[config.mk]
export PLATFORM = sky130hd
export DESIGN_NAME = uart_program_loader
export DESIGN_NICKNAME = d
export VERILOG_FILES = /design/src/rtl/uart_program_loader.sv
export SDC_FILE = /design/constraint.sdc
export NUM_CORES = 1
export LEC_CHECK = 0
export BUFFER_PORTS_ARGS = -buffer_cell sky130_fd_sc_hd__buf_2
export CAP_MARGIN = 30
export CORE_ASPECT_RATIO = 0.9
export CORE_MARGIN = 5
export CORE_UTILIZATION = 45
export CTS_BUF_LIST = sky130_fd_sc_hd__clkbuf_8
export DETAILED_ROUTE_END_ITERATION = 16
export GPL_TIMING_DRIVEN = 0
export HOLD_SLACK_MARGIN = 0.12
export PLACE_DENSITY_LB_ADDON = 0.12
export SETUP_SLACK_MARGIN = 0.05
export SYNTH_ARGS = -nofsm -noshare
export SYNTH_HDL_FRONTEND = slang
export SYNTH_SLANG_ARGS = --single-unit
[constraint.sdc]
create_clock -name clk -period 2.8 [get_ports clk]
set_input_delay 0.56 -clock clk [delete_from_list [all_inputs] [get_ports clk]]
set_output_delay 0.56 -clock clk [all_outputs]
set_load 0.01 [all_outputs]
[src/rtl/uart_program_loader.sv]
// Boot loader: assembles UART bytes into instruction words and writes IMEM.
// Optional trailing XOR checksum byte when LOADER_CHECKSUM_EN is defined.
module uart_program_loader #(
    parameter int         IMEM_ADDR_W = 14,
    parameter logic [2:0] LOAD_MODE   = 3'd1
) (
    input  logic                   clk,
    input  logic                   rstn,
    input  logic [2:0]             mode,
    input  logic                   aa_sent,
    input  logic [7:0]             rx_data,
    input  logic                   rx_ready,
    output logic                   imem_we,
    output logic [IMEM_ADDR_W-1:0] imem_addr,
    output logic [31:0]            imem_wdata,
    output logic [IMEM_ADDR_W:0]   words_loaded,
    output logic                   load_done,
    output logic                   load_err
);

    localparam int          CNT_W = IMEM_ADDR_W + 1;
    localparam logic [32:0] CAP   = 33'd1 << IMEM_ADDR_W;

    typedef enum logic [2:0] {
        S_IDLE,
        S_WAIT_AA,
        S_LEN,
        S_DATA,
        S_DONE,
        S_ERR
`ifdef LOADER_CHECKSUM_EN
        , S_CSUM
`endif
    } state_t;

    state_t state, state_nxt;

    logic [1:0]       byte_cnt;
    logic [31:0]      shreg;
    logic [CNT_W-1:0] len_n;
`ifdef LOADER_CHECKSUM_EN
    logic [7:0]       csum;
`endif

    logic        active;
    logic        take;
    logic        last_byte;
    logic        last_word;
    logic [31:0] asm_word;
    logic        len_zero;
    logic        len_big;

    assign active    = (mode == LOAD_MODE);
    assign take      = active && rx_ready;
    assign last_byte = (byte_cnt == 2'd3);
    assign asm_word  = {shreg[23:0], rx_data};
    assign len_zero  = (asm_word == 32'd0);
    assign len_big   = ({1'b0, asm_word} > CAP);
    assign last_word = ((words_loaded + CNT_W'(1)) == len_n);

    assign load_done = (state == S_DONE);
    assign load_err  = (state == S_ERR);

    always_ff @(posedge clk or negedge rstn) begin
        if (!rstn) begin
            state <= S_IDLE;
        end else begin
            state <= state_nxt;
        end
    end

    always_comb begin
        state_nxt = state;
        unique case (state)
            S_IDLE: begin
                if (active) state_nxt = S_WAIT_AA;
            end
            S_WAIT_AA: begin
                if (!active)      state_nxt = S_IDLE;
                else if (aa_sent) state_nxt = S_LEN;
            end
            S_LEN: begin
                if (!active) begin
                    state_nxt = S_IDLE;
                end else if (rx_ready && last_byte) begin
                    if (len_zero) begin
`ifdef LOADER_CHECKSUM_EN
                        state_nxt = S_CSUM;
`else
                        state_nxt = S_DONE;
`endif
                    end else if (len_big) begin
                        state_nxt = S_ERR;
                    end else begin
                        state_nxt = S_DATA;
                    end
                end
            end
            S_DATA: begin
                if (!active) begin
                    state_nxt = S_IDLE;
                end else if (rx_ready && last_byte && last_word) begin
`ifdef LOADER_CHECKSUM_EN
                    state_nxt = S_CSUM;
`else
                    state_nxt = S_DONE;
`endif
                end
            end
`ifdef LOADER_CHECKSUM_EN
            S_CSUM: begin
                if (!active)       state_nxt = S_IDLE;
                else if (rx_ready) state_nxt = (rx_data == csum) ? S_DONE : S_ERR;
            end
`endif
            S_DONE, S_ERR: begin
                if (!active) state_nxt = S_IDLE;
            end
            default: state_nxt = S_IDLE;
        endcase
    end

    // Write path is registered: imem_we lands one cycle after the 4th byte.
    always_ff @(posedge clk or negedge rstn) begin
        if (!rstn) begin
            imem_we      <= 1'b0;
            imem_addr    <= '0;
            imem_wdata   <= '0;
            words_loaded <= '0;
            byte_cnt     <= '0;
            shreg        <= '0;
            len_n        <= '0;
`ifdef LOADER_CHECKSUM_EN
            csum         <= '0;
`endif
        end else begin
            imem_we <= 1'b0;
            if (state == S_IDLE) begin
                words_loaded <= '0;
                byte_cnt     <= '0;
                shreg        <= '0;
                len_n        <= '0;
`ifdef LOADER_CHECKSUM_EN
                csum         <= '0;
`endif
            end else if (take && (state == S_LEN || state == S_DATA)) begin
                byte_cnt <= byte_cnt + 2'd1;
                shreg    <= asm_word;
                if (state == S_LEN && last_byte) begin
                    len_n <= asm_word[CNT_W-1:0];
                end
                if (state == S_DATA) begin
`ifdef LOADER_CHECKSUM_EN
                    csum <= csum ^ rx_data;
`endif
                    if (last_byte) begin
                        imem_we      <= 1'b1;
                        imem_addr    <= words_loaded[IMEM_ADDR_W-1:0];
                        imem_wdata   <= asm_word;
                        words_loaded <= words_loaded + CNT_W'(1);
                    end
                end
            end
        end
    end

endmodule
# After elaboration in Yosys (flattened, before gate mapping)
# Index checks and enable logic that the tools add are counted.
# op_classes
n_addsub	2
muxes	26
n_reduce_logical	17
order_cmp	1
n_eq_ne	13
bitwise	1
# ops
op	n
$mux W15	7
$mux W24	2
$gt A32 B15 Y1 const B	1
$logic_not A32 Y1	1
$mux W3	10
$add A15 B1 Y15 const B	1
$eq A15 B15 Y1	1
$pmux W3 S5	1
$ne A3 B3 Y1 const B	3
$reduce_bool A2 Y1	4
$eq A3 B1 Y1 const B	2
$eq A3 B2 Y1 const B	2
$eq A3 B3 Y1 const B	2
$logic_and A1 B1 Y1	5
$reduce_and A5 Y1	1
$mux W1	4
$mux W2	2
$ne A2 B2 Y1 const B	2
$reduce_and A4 Y1	1
$logic_not A3 Y1	1
$reduce_and A3 Y1	1
$add A2 B1 Y2 const B	1
$eq A2 B2 Y1 const B	1
$reduce_and A2 Y1	1
other kinds (3)	3
# word_totals
word_cells	68
output_inout_bits	64
reg_bits	106

# Logic depth before layout (Yosys ltp)
# logic_depth
ltp_word	6
mapped_depth	10

# Worst setup path after synthesis
# Ideal clock, no wire load.
# synth_path
kind	register -> register
startpoint	reg words_loaded[0]
endpoint	reg state[0]
path_slack_ns	0.492
arrival_time_ns	2.228
t_required_ns	2.721
stages_incl_launch_ff	10
period_less_slack_ns	2.308
n_path_buf	1
setup_ns	0.079
path_cell_list	dfrtp_1 ha_1 buf_2 nand4_4 or3_1 xnor2_1 mux2i_1 a21oi_1 o31ai_4 mux2i_1
# synth_between
elab_chain_cells	5
# synth_rtl
item	line	text
start, declared	16	output logic [IMEM_ADDR_W:0] words_loaded,
start signal, assigned	160	words_loaded <= words_loaded + CNT_W'(1);
$add A15 B1 Y15	59	assign last_word = ((words_loaded + CNT_W'(1)) == len_n);
$eq A15 B15 Y1	59	
$logic_and A1 B1 Y1	102	end else if (rx_ready && last_byte && last_word) begin
$ne A3 B3 Y1 (no line)	n/a	
$reduce_and A5 Y1 (no line)	n/a	
end signal, assigned	68	state <= state_nxt;
end, declared	36	state_t state, state_nxt;
# Every way passes these cells.
# A chain may end at the register's enable or synchronous reset.

# Final worst setup path
# Same ends and word-level chain as after synthesis.

==> summary.txt <==
Timing
  – Unrepaired setup endpoints after global routing: no
  – Setup violators final: 0
  – Final worst-path setup slack: 0.281 ns
  – Final Skew: 0.0117 ns
  – Fmax: 397 MHz
  – Measured slew at the worst slew-check pin: 0.639 ns
  – Total Neg Setup Slack: 0 ns
  – Slew HR: 56.8%
  – Pins Over Slew Limit: 0
  – Min cycle time layout: 2.52 ns
  – Final hold vios: 0
  – Hold Slack: 0.140 ns
  – Period Utilization, post-route: 90.0%

Finish
  – Final nets: 684
  – # fillers: 1,056
  – Commonest non-fill, non-tap cells in the layout: 240 x nand2_1, 106 x dfrtp_1, 83 x buf_2, 32 x a21oi_1, 27 x nor2_1
  – Antenna fix cells: 0
  – Most common cell after layout, fill and taps aside: nand2_1
  – Core Util, Final: 53.4%
  – Synth-to-layout area growth: 16.0%
  – Layout cell share with drive strength beyond 1: 17.9%

Floorplanning
  – Die area: 0.0133 mm²
  – Placeable Area: 0.0108 mm²
  – Starting Density: 46.1%
  – Die Wd: 121 µm
  – Die H: 110 µm
  – I/O pins: 79
  – Cell Rows: 36

Yosys
  – Register area share after synthesis: 53.3%
  – Syn_area_per_cell: 8.65 µm²
  – Distinct cells, synth: 48
  – Post-Synthesis Cells: 576
  – Syn nets: 593
  – Async SR Flop Fraction: 100%
  – EDFF count, synth: 0
  – FF+latch count, synth: 106
  – Synth Warn #: 0
  – Post-Syn Area: 0.00498 mm²
  – Primary FF master, synth: dfrtp_1

Global route
  – Largest net degree at the start of global routing: 72
  – GRT Util Overall: 20.1%
  – GR Util met1: 30.4%
  – Remaining global-route overflow: 0
  – Initial antenna violation count: 0
  – M2 GR Usage: 29.4%
  – Met3 Resource Use GR: 3.55%
  – Most Used Layer, Global Route: met1
  – Number of global-route vias before repair: 4,195
  – First-pass GRT wire length: 21.1 mm

Clock tree
  – Clk buf depth: 2
  – Total CTS buffers: 9
  – CTS hold repair buffers: 0
  – Clk slew on worst S/H paths: 0.11 ns
  – CTS H-tree lvls: 3
  – Clk sink count: 106
  – CTS tree: done
  – CTS root buf: clkbuf_8
  – Skew-Pair Late Insertion Delay: 0.37 ns

Drt
  – DRC Markers: 0
  – WL per Instance: 15.4 µm
  – Via count: 4,244
  – Routed Antenna Nets: 0
  – DR iter-0 viols: 255
  – Vias/cell: 5.27
  – Post-Route WL: 12.4 mm
  – Detailed Routing Iterations Pass 1: 4

Setup path
  – CP most frequent cell: mux2i_1
  – Reg2Reg Depth: 9
  – CP startpoint kind: flop
  – R2R Setup Slk: 0.28 ns
  – Delay-heaviest family, CP: simple AND/OR/NAND/NOR gates
  – CP bufs+invs: 1
  – Critical R2R Capture: state[0]
  – CP cell instances: ha_1 > buf_2 > nand4_4 > or3_1 > xnor2_1 > mux2i_1 > a21oi_1 > o31ai_4 > mux2i_1
  – Worst path slowest cell: dfrtp_1
  – Crit-path max FO: 8
  – Reg-to-Reg Start: words_loaded[0]
  – Critical path arrival: 2.81 ns
  – Setup CP Type: reg2reg
  – Data required, critical path: 3.09 ns
  – Slowest stage delay, CP: 0.50 ns
  – Crit. End Element: flop

Place
  – Port Buffers: 78
  – DP Worst Slack: -0.128 ns
  – Hpwl dp: 9.15 mm
  – Placer Congestion: 0.816

Status
  – Outcome: completed

Hold path
  – Hold Path Class: in2async

Pwr
  – Pwr per Cell Area: 578 mW/mm²
  – Leak Pwr: 3.06 nW
  – Peak supply drop: 0.000269 V

Job
  – Max-cap viol count: 0
## sequential cells by signal, summed over array words and instances, names as in the netlist
register	flops
imem_wdata	32
imem_we	1
byte_cnt	2
shreg	24
imem_addr	14
words_loaded	15
state	3
len_n	15
## worst reg2reg max path: stages (launching register included)
cell and delay (ns):
dfrtp_1 0.50, ha_1 0.18, buf_2 0.18, nand4_4 0.19, or3_1 0.46, xnor2_1 0.14, mux2i_1 0.14, a21oi_1 0.12
o31ai_4 0.31, mux2i_1 0.21
## per-layer routing
metal	routed length [µm]	vias to the layer above
met4	182	0
li1	-	2087
met1	6100	2019
met3	719	18
met5	0	-
met2	5370	120
## kinds of logic (layout without fill, tap and decap cells)
kind of cell             count (synthesis)  count (layout)  share of synthesized area (%)
buffers and inverters                   39             135                           4.02
XOR/XNOR                                21              21                           3.69
flip-flops                             106             106                           53.3
AND/OR/NAND/NOR                        326             326                           28.1
adder cells (fa/ha/maj)                  2               2                          0.502
multiplexers                             6               6                           1.21
AO/OA/AOI/OAI                           76              76                           9.20
## what timing repair did
item | 4_1_cts | 5_1_grt
setup endpoints to repair | 0 | 8
resized for setup | 0 | 2
setup buffers | 0 | 0
## layout make-up
cell class              count  area, µm²  area share, %
plain buffers              34        183           3.16
clock buffers               9        124           2.14
clock inverters             7       76.3           1.32
inverters                   5       18.8          0.325
multi-input cells         431       2130           36.9
flip-flops and latches    106       2650           45.9
well taps                 133        166           2.88
repair buffers             80        425           7.36
## stage by stage
step / power (W) / instance area, µm² / instances
2_1_floorplan: 0.00215 / 4980 / 576
3_3_place_gp: 0.00236 / 5540 / 787
3_5_place_dp: 0.00239 / 5570 / 789
4_1_cts: 0.00336 / 5770 / 805
5_1_grt: 0.00351 / 5780 / 805
6_report: 0.00334 / 5780 / 805
## report_power, final
part	total, W	internal (W)	switching, W
Sequential	0.00164	0.00159	0.0000432
Clock	0.000971	0.000422	0.000549
Combinational	0.000731	0.000229	0.000502
Total	0.00334	0.00225	0.00109
## synthesized netlist by cell type (all sizes together) (3+ instances only)
cell | number | area, µm²
dfrtp | 106 | 2650
nand4 | 7 | 58.8
xnor2 | 17 | 149
a21oi | 32 | 160
buf | 15 | 100
and3 | 3 | 21.3
xor2 | 4 | 35.0
nand2 | 240 | 901
nor3 | 6 | 41.3
nor4 | 9 | 71.3
o21ai | 25 | 125
o31ai | 5 | 51.3
nand3 | 21 | 105
and2 | 3 | 18.8
or3 | 3 | 18.8
clkbuf | 19 | 81.3
mux2i | 6 | 60.1
nor2 | 27 | 101
inv | 5 | 18.8
## worst max-delay path by stage
stage | end | cells after the start | slack, ns | from
floorplan | state[0] | 9 | 0.49 | words_loaded[0]
global placement | imem_wdata[0] | 9 | -0.09 | mode[2]
detailed placement | imem_wdata[0] | 9 | -0.13 | mode[2]
CTS | imem_wdata[0] | 9 | 0.14 | state[1]
global route | state[0] | 9 | 0.11 | words_loaded[0]
finish | state[0] | 9 | 0.28 | words_loaded[0]
Note: power is estimated with default switching activity, not from simulation.
